## src/rtl/io_pad_oe_sequencer.sv

```systemverilog
// ---------------------------------------------------------------------------
// io_pad_oe_sequencer
//
// Staggered output-enable sequencer for the I/O pad ring. Pad driver groups
// are switched on one at a time (lowest index first) and off one at a time
// (highest index first), separated by a programmable idle interval, so the
// simultaneous switching current on the shared pad supply bond pads stays
// bounded.
//
// Parameters:
//   NGROUPS     number of pad driver groups (1..32)
//   STAGGER_W   width of the stagger interval field
//
// Ports:
//   clk          sequencer clock
//   rst_n        asynchronous active-low reset
//   force_off    (only with PAD_SEQ_FORCE_OFF_EN) emergency all-off
//   en_req       level request: 1 = enable unmasked groups, 0 = disable all
//   grp_mask     groups taking part; captured when leaving OFF
//   stagger_cfg  idle cycles between steps; captured when leaving OFF
//   oe_grp       registered per-group output enables
//   busy         high while ramping up or down
//   done         high while fully on
//
// Optional feature macro: PAD_SEQ_FORCE_OFF_EN (adds the force_off input).
// ---------------------------------------------------------------------------
module io_pad_oe_sequencer #(
    parameter int NGROUPS   = 8,
    parameter int STAGGER_W = 8
) (
    input  logic                 clk,
    input  logic                 rst_n,
`ifdef PAD_SEQ_FORCE_OFF_EN
    input  logic                 force_off,
`endif
    input  logic                 en_req,
    input  logic [NGROUPS-1:0]   grp_mask,
    input  logic [STAGGER_W-1:0] stagger_cfg,
    output logic [NGROUPS-1:0]   oe_grp,
    output logic                 busy,
    output logic                 done
);

    typedef enum logic [1:0] {
        ST_OFF     = 2'd0,
        ST_RAMP_UP = 2'd1,
        ST_ON      = 2'd2,
        ST_RAMP_DN = 2'd3
    } state_t;

    state_t               state_q, state_d;
    logic [NGROUPS-1:0]   oe_q, oe_d;
    logic [NGROUPS-1:0]   mask_q, mask_d;
    logic [STAGGER_W-1:0] stag_q, stag_d;
    logic [STAGGER_W-1:0] cnt_q, cnt_d;
    logic                 busy_q, busy_d;
    logic                 done_q, done_d;
    logic [NGROUPS-1:0]   pend;
    logic [NGROUPS-1:0]   pick;

    // Isolate the lowest set bit (two's complement trick).
    function automatic logic [NGROUPS-1:0] lowest_bit(input logic [NGROUPS-1:0] v);
        logic [NGROUPS-1:0] one;
        one = {{(NGROUPS-1){1'b0}}, 1'b1};
        return v & (~v + one);
    endfunction

    // Isolate the highest set bit; later (higher) indices overwrite earlier.
    function automatic logic [NGROUPS-1:0] highest_bit(input logic [NGROUPS-1:0] v);
        logic [NGROUPS-1:0] r;
        r = '0;
        for (int i = 0; i < NGROUPS; i++) begin
            if (v[i]) begin
                r    = '0;
                r[i] = 1'b1;
            end
        end
        return r;
    endfunction

    always_comb begin
        state_d = state_q;
        oe_d    = oe_q;
        mask_d  = mask_q;
        stag_d  = stag_q;
        cnt_d   = cnt_q;
        pend    = '0;
        pick    = '0;

        case (state_q)
            ST_OFF: begin
                if (en_req) begin
                    state_d = ST_RAMP_UP;
                    mask_d  = grp_mask;
                    stag_d  = stagger_cfg;
                    cnt_d   = '0;
                end
            end
            ST_RAMP_UP: begin
                // A falling request wins over a pending step: no enable on
                // the reversal edge.
                if (!en_req) begin
                    state_d = ST_RAMP_DN;
                    cnt_d   = '0;
                end else if (cnt_q == '0) begin
                    pend  = mask_q & ~oe_q;
                    pick  = lowest_bit(pend);
                    oe_d  = oe_q | pick;
                    cnt_d = stag_q;
                    // Last pending group (or nothing left) finishes the ramp.
                    if ((pend & ~pick) == '0) begin
                        state_d = ST_ON;
                    end
                end else begin
                    cnt_d = cnt_q - 1'b1;
                end
            end
            ST_ON: begin
                if (!en_req) begin
                    state_d = ST_RAMP_DN;
                    cnt_d   = '0;
                end
            end
            ST_RAMP_DN: begin
                if (en_req) begin
                    state_d = ST_RAMP_UP;
                    cnt_d   = '0;
                end else if (cnt_q == '0) begin
                    pick  = highest_bit(oe_q);
                    oe_d  = oe_q & ~pick;
                    cnt_d = stag_q;
                    if (oe_d == '0) begin
                        state_d = ST_OFF;
                        cnt_d   = '0;
                    end
                end else begin
                    cnt_d = cnt_q - 1'b1;
                end
            end
            default: begin
                state_d = ST_OFF;
                oe_d    = '0;
                cnt_d   = '0;
            end
        endcase

`ifdef PAD_SEQ_FORCE_OFF_EN
        // Emergency path overrides everything, including a high en_req.
        if (force_off) begin
            state_d = ST_OFF;
            oe_d    = '0;
            cnt_d   = '0;
        end
`endif

        busy_d = (state_d == ST_RAMP_UP) || (state_d == ST_RAMP_DN);
        done_d = (state_d == ST_ON);
    end

    always_ff @(posedge clk or negedge rst_n) begin
        if (!rst_n) begin
            state_q <= ST_OFF;
            oe_q    <= '0;
            mask_q  <= '0;
            stag_q  <= '0;
            cnt_q   <= '0;
            busy_q  <= 1'b0;
            done_q  <= 1'b0;
        end else begin
            state_q <= state_d;
            oe_q    <= oe_d;
            mask_q  <= mask_d;
            stag_q  <= stag_d;
            cnt_q   <= cnt_d;
            busy_q  <= busy_d;
            done_q  <= done_d;
        end
    end

    assign oe_grp = oe_q;
    assign busy   = busy_q;
    assign done   = done_q;

endmodule

```

## config.mk

```make
export PLATFORM = sky130hd
export DESIGN_NAME = io_pad_oe_sequencer
export DESIGN_NICKNAME = d
export VERILOG_FILES = /design/src/rtl/io_pad_oe_sequencer.sv
export SDC_FILE = /design/constraint.sdc
export NUM_CORES = 1
export LEC_CHECK = 0
export ABC_AREA = 1
export CAP_MARGIN = 25
export CORE_UTILIZATION = 35
export DETAILED_ROUTE_END_ITERATION = 8
export HOLD_SLACK_MARGIN = 0.12
export PLACE_DENSITY = 0.61
export SYNTH_ARGS = -nofsm -noshare
export SYNTH_HDL_FRONTEND = slang
export SYNTH_SLANG_ARGS = --single-unit
```

## constraint.sdc

```tcl
create_clock -name clk -period 1.9 [get_ports clk]
set_clock_uncertainty 0.2 [all_clocks]
set_input_delay 0.19 -clock clk [delete_from_list [all_inputs] [get_ports clk]]
set_output_delay 0.19 -clock clk [all_outputs]
set_load 0.03 [all_outputs]
```

==> impl_metrics.yaml, run 1 <==
run_status:
  status: "finished with violations"
  violations: "negative setup slack"
clock_tree:
  clkLatencyLatePin_ns: 0.28
  cts_root_buf: "clkbuf_8"
  cts_tree: "built"
  clock_sinks: 36
  htreeDepth: 2
  cts-buffers-inserted: 5
  clkTransAtPathRegs_ns: 0.08
  clockBufferDepth: 2
critical_path:
  path_buf_inv: 1
  path_cells: "inv_2, ha_4, nand2_4, nor3_4, nand3_1, nor2_2, nand3_2, nand2_2, nand3_2, nand2_2, nand2_2"
  worstPathArrival_ns: 1.91
  required_ns: 1.87
  cp-start-kind: "flip-flop"
  cpMostUsedCell: "nand2_2"
  crit_slowest_cell: "dfrtp_1"
  cp_slowest_stage_delay_ns: 0.40
  path_delay_family: "simple AND/OR/NAND/NOR gates"
  crit_fanout: 3
  end_kind: "flip-flop"
  path_class: "flip-flop to flip-flop"
logic_synthesis:
  synth_top_area_share_pct: 44.42
  syn_nets: 275
  netlist_area_um2: 2028
  synth_cells: 255
  yosysUniqueCellTypes: 32
  synth.area.top_cells: "dfrtp_1 44%, nand2_1 9.3%, a21oi_1 5.7%, inv_1 5.6%, nor2_1 4.6%"
  synth_largest_area_cell: "dfrtp_1"
  yosysWarnings: 0
  synth_seq_cells: 36
  synth.avg_cell_area_um2: 7.954
  yosysSeqAreaShare_pct: 44.42
global_route:
  grt_max_degree: 23
  antenna_found_initial: 0
  grt_pass1_vias: 1641
  grt_pass1_wl_um: 7976
  overflow: 0
  grt.total_usage_pct: 16.64
power_and_ir_drop:
  vdd_drop_max_uv: 659.0
  power_mw: 4.756
  powerDensity_nw_per_um2: 1735
  p_leak_nw: 1.323
job:
  drv_cap: 0
finish:
  area_growth_pct: 35.16
  n_antenna_cell: 0
  fin_nets: 329
  drive_gt1_share_pct: 28.39
  final_area_um2: 2741
route:
  wl_um: 4840
  drc: 0
  wire_per_inst_um: 12.67
  firstDrtPassIters: 4
  vias: 1815
  drtIter0Drc: 91
  avgViaCountPerCell: 4.751
  ant_nets: 0
sta:
  finalHoldViolations: 0
  finalCritPeriodShare_pct: 102.1
  fin_crit_ns: 1.940
  worst_pin_slew_ns: 0.5694
  setup_viol: 3
  grt_setup_unrepaired: "yes"
  relSlewSlack_pct: 61.78
  max_freq_mhz: 515.4
  maxSlewViolCount: 0
  fin_ws_ns: -0.04043
floorplan:
  initial_utilization_pct: 36.61
  core_region_area_um2: 5540
  ioPinCount: 29
  die_h_um: 78.13
  die_area_um2: 6104
  num_rows: 27
  die_x_um: 78.13
min_path:
  hold_class: "input pin to async pin"
place:
  dp_hpwl_um: 3614
  port_buffers: 28
  place.gp.congestion: 0.9504
  place_area_um2: 2534
## layer usage
layer / part of all wire [%] / GRT usage [%] / wire length [µm]
met5: 0 / 0 / 0
met4: 0.87 / 4.074 / 42
met3: 4.1 / 3.140 / 197
met2: 44 / 23.42 / 2109
met1: 51 / 25.83 / 2490
## registers in the layout, summed over array words and instances (netlist names)
signal / count
busy: 1
cnt_q: 8
done: 1
mask_q: 8
oe_grp: 8
stag_q: 8
state_q: 2
## Yosys cell counts (all sizes together)
| library cell | instances |
|---|---|
| o21ai | 14 |
| xor2 | 3 |
| o21bai | 2 |
| xnor2 | 1 |
| mux2 | 6 |
| a31oi | 2 |
| a41oi | 2 |
| clkinv | 1 |
| buf | 3 |
| nor2 | 32 |
| inv | 42 |
| nand2 | 59 |
| nand3 | 11 |
| dfrtp | 36 |
| nand4 | 6 |
| o22ai | 3 |
| ha | 1 |
| a32oi | 3 |
| o211ai | 1 |
| a21oi | 25 |
| nor3 | 2 |
## layout make-up
cell class              count  area, µm²
inverters                  43      161.4
fillers                   545       2799
clock buffers               5      68.82
multi-input cells         173       1037
repair buffers             50      457.9
clock inverters             3      23.77
well taps                  72      90.09
flip-flops and latches     36      902.1
## stage by stage
step	hold slack, ns	utilization [%]	worst slack [ns]	cells	TNS, ns
2_1_floorplan	-0.3056	-	0.1447	255	0
3_3_place_gp	-0.03390	45.73	0.009911	371	0
3_5_place_dp	-0.03845	45.73	-0.02683	371	-0.02683
4_1_cts	0.1890	47.88	0.002040	380	0
5_1_grt	0.2213	49.48	-0.1405	382	-0.6846
6_report	0.1728	49.48	-0.04043	382	-0.1154
## power by group
part           total [mW]  switching [mW]  internal (mW)
sequential           1.39           0.282           1.11
clock               0.555           0.295          0.260
combinational        2.81            1.67           1.14
## repair_timing
action,4_1_cts,5_1_grt
endpoints found under the hold margin,36,0
hold buffers,1,0
setup buffers,0,2
endpoints found under the setup margin,5,22
pin swaps,0,13
resized for setup,3,22
## final timing paths
path	startpoint	end	slack, ns	cells after the start
setup reg to reg	cnt_q[0]	state_q[0]	-0.04	11
hold reg to reg	stag_q[2]	stag_q[2]	0.32	2
max in group asynchronous	rst_n	oe_grp[0]	0.88	3
setup / recovery	cnt_q[0]	state_q[0]	-0.04	11
min in group clk	stagger_cfg[0]	stag_q[0]	0.27	3
hold / removal	rst_n	cnt_q[5]	0.17	2
## placed cells by master, fill, tap and decap left out, types with 3 or more instances in the layout
cell type,synthesis,layout
nand2_1,50,45
dfrtp_1,36,35
inv_1,30,28
clkdlybuf4s50_1,0,26
nor2_1,25,24
a21oi_1,23,20
buf_4,0,20
inv_2,12,14
o21ai_1,9,10
nand2_2,7,9
nand3_1,9,6
nand4_1,6,6
mux2_2,6,6
nand2_4,2,5
nor2_2,4,5
nand3_2,2,5
clkbuf_8,0,5
o21ai_0,5,4
a21oi_2,1,4
nor2_4,3,3
xor2_1,3,3
a32oi_1,3,3
## cell families after synthesis
logic type                 count (synthesis)  share of synthesized area [%]
adders and majority gates                  1                         0.6168
buffers and inverters                     46                          8.698
xor gates and xnor gates                   4                          1.728
muxes                                      6                          3.331
DFF                                       36                          44.42
and+or+nand+nor                          110                          25.85
AOI/OAI and AO/OA                         52                          15.36
No activity file was read; power rests on OpenSTA's default activity.
==> run 2: changes to the inputs <==
--- a/config.mk
+++ b/config.mk
@@ -7,6 +7,7 @@
 export LEC_CHECK = 0
 export ABC_AREA = 1
 export CAP_MARGIN = 25
+export CORE_ASPECT_RATIO = 1.2
 export CORE_UTILIZATION = 35
 export DETAILED_ROUTE_END_ITERATION = 8
 export HOLD_SLACK_MARGIN = 0.12
==> run 2 against run 1 <==
The run now ends clean; worst hold slack gained 0.022 ns; wire length shrank 1.1%; clock-buffer cell count grew 2; critical path depth shrank 9; non-clock buffer count grew 2; utilization shrank 0.97 points; sequential power is essentially flat; critical endpoint is now oe_grp[0]; largest cell class unchanged.
==> impl_metrics.yaml, run 2 (synthesized netlist as in run 1, its figures left out) <==
route:
  wire_per_inst_um: 12.73
  avgViaCountPerCell: 4.984
  drc: 0
  ant_nets: 0
  drtIter0Drc: 86
  vias: 1874
  wl_um: 4785
  firstDrtPassIters: 5
global_route:
  grt_pass1_wl_um: 8321
  antenna_found_initial: 0
  grt_max_degree: 23
  overflow: 0
  grt_pass1_vias: 1814
  grt.total_usage_pct: 17.34
sta:
  grt_setup_unrepaired: "yes"
  maxSlewViolCount: 0
  finalCritPeriodShare_pct: 96.49
  finalHoldViolations: 0
  setup_tns_ns: 0
  worst_pin_slew_ns: 0.5130
  fin_crit_ns: 1.833
  relSlewSlack_pct: 65.57
  max_freq_mhz: 545.4
  setup_viol: 0
critical_path:
  required_ns: 1.51
  worstPathArrival_ns: 1.44
  startpoint: "oe_grp[0]"
  cp-start-kind: "flip-flop"
  r2r-start: "cnt_q[0]"
  r2r_slack_ns: 0.07
  end_kind: "primary output"
  crit_slowest_cell: "clkdlybuf4s50_1"
  path_class: "flip-flop to primary output"
  cp_slowest_stage_delay_ns: 0.65
  path_cells: "buf_4, clkdlybuf4s50_1"
  timing.rr.end: "oe_grp[6]"
  crit_fanout: 3
  ff2ff_path_depth: 8
floorplan:
  die_h_um: 85.39
  num_rows: 30
  initial_utilization_pct: 36.02
  die_area_um2: 6105
  die_x_um: 71.49
  ioPinCount: 29
  core_region_area_um2: 5630
power_and_ir_drop:
  vdd_drop_max_uv: 794.6
  powerDensity_nw_per_um2: 1731
  p_leak_nw: 1.323
clock_tree:
  clkTransAtPathRegs_ns: 0.08
  cts_root_buf: "clkbuf_8"
  cts_tree: "built"
  cts-buffers-inserted: 5
  clockBufferDepth: 2
  htreeDepth: 2
  clkLatencyLatePin_ns: 0.29
  clock_sinks: 36
min_path:
  hold_class: "input pin to async pin"
finish:
  finalNonFillerCells: 376
  n_antenna_cell: 0
  area_growth_pct: 34.67
  final_common_cell: "nand2_1"
  final_cell_mix: "48 x nand2_1, 34 x dfrtp_1, 28 x inv_1"
  fin_nets: 331
  fillers: 563
  drive_gt1_share_pct: 26.92
place:
  dp_cells: 362
  place.gp.congestion: 0.9084
  dp_hpwl_um: 3610
  port_buffers: 28
run_status:
  status: "completed"
job:
  drv_cap: 0
## run 2: how the worst max path moves through the flow
stage                       to  slack [ns]
finish               oe_grp[0]        0.07
global route          cnt_q[6]       -0.04
CTS                 state_q[0]       0.001
detailed placement    cnt_q[0]      0.0005
global placement      cnt_q[7]        0.03
floorplan                 busy        0.14
## run 2: cell type report
type | instances | area [µm²] | area share, %
Clock buffer | 7 | 86.33 | 3.161
Multi-Input combinational cell | 173 | 1025 | 37.52
Timing Repair Buffer | 52 | 467.9 | 17.13
Tap cell | 64 | 80.08 | 2.932
Inverter | 43 | 161.4 | 5.909
Sequential cell | 36 | 903.4 | 33.07
Clock inverter | 1 | 7.507 | 0.2749
## run 2: layer usage
layer / vias to the layer above / share of wire, % / GRT usage, %
met5: - / 0 / 0
met4: 0 / 2.4 / 5.526
met3: 11 / 3.3 / 3.325
met1: 869 / 42 / 20.33
met2: 43 / 52 / 31.60
li1: 951 / - / -
## run 2: power breakdown
group	internal, mW	switching [mW]
registers	1.11	0.263
logic	1.14	1.64
clock network	0.295	0.285
total	2.54	2.18
## run 2: stage by stage
stage | hold slack [ns] | instance area [µm²] | power (mW) | utilization (%) | setup slack, ns
global route | 0.2469 | 2731 | 5.147 | 48.51 | -0.03947
CTS | 0.2080 | 2623 | 4.530 | 46.58 | 0.001312
global placement | -0.02059 | 2516 | 3.902 | 44.69 | 0.03104
finish | 0.1945 | 2731 | 4.727 | 48.51 | 0.06664
floorplan | -0.3056 | 2028 | 3.103 | - | 0.1447
detailed placement | -0.01745 | 2516 | 3.930 | 44.69 | 0.0004806
## run 2: worst max-delay path, delay by kind of cell, from the launching register on
family,cells,cell delay [ns]
buffers and inverters,2,0.77
flip-flops,1,0.38
## run 2: timing repair
action,CTS,global route
hold buffers,1,0
pin swaps,0,7
setup endpoints to repair,6,20
setup buffers,0,5
gates resized for setup,3,20
endpoints found under the hold margin,36,0
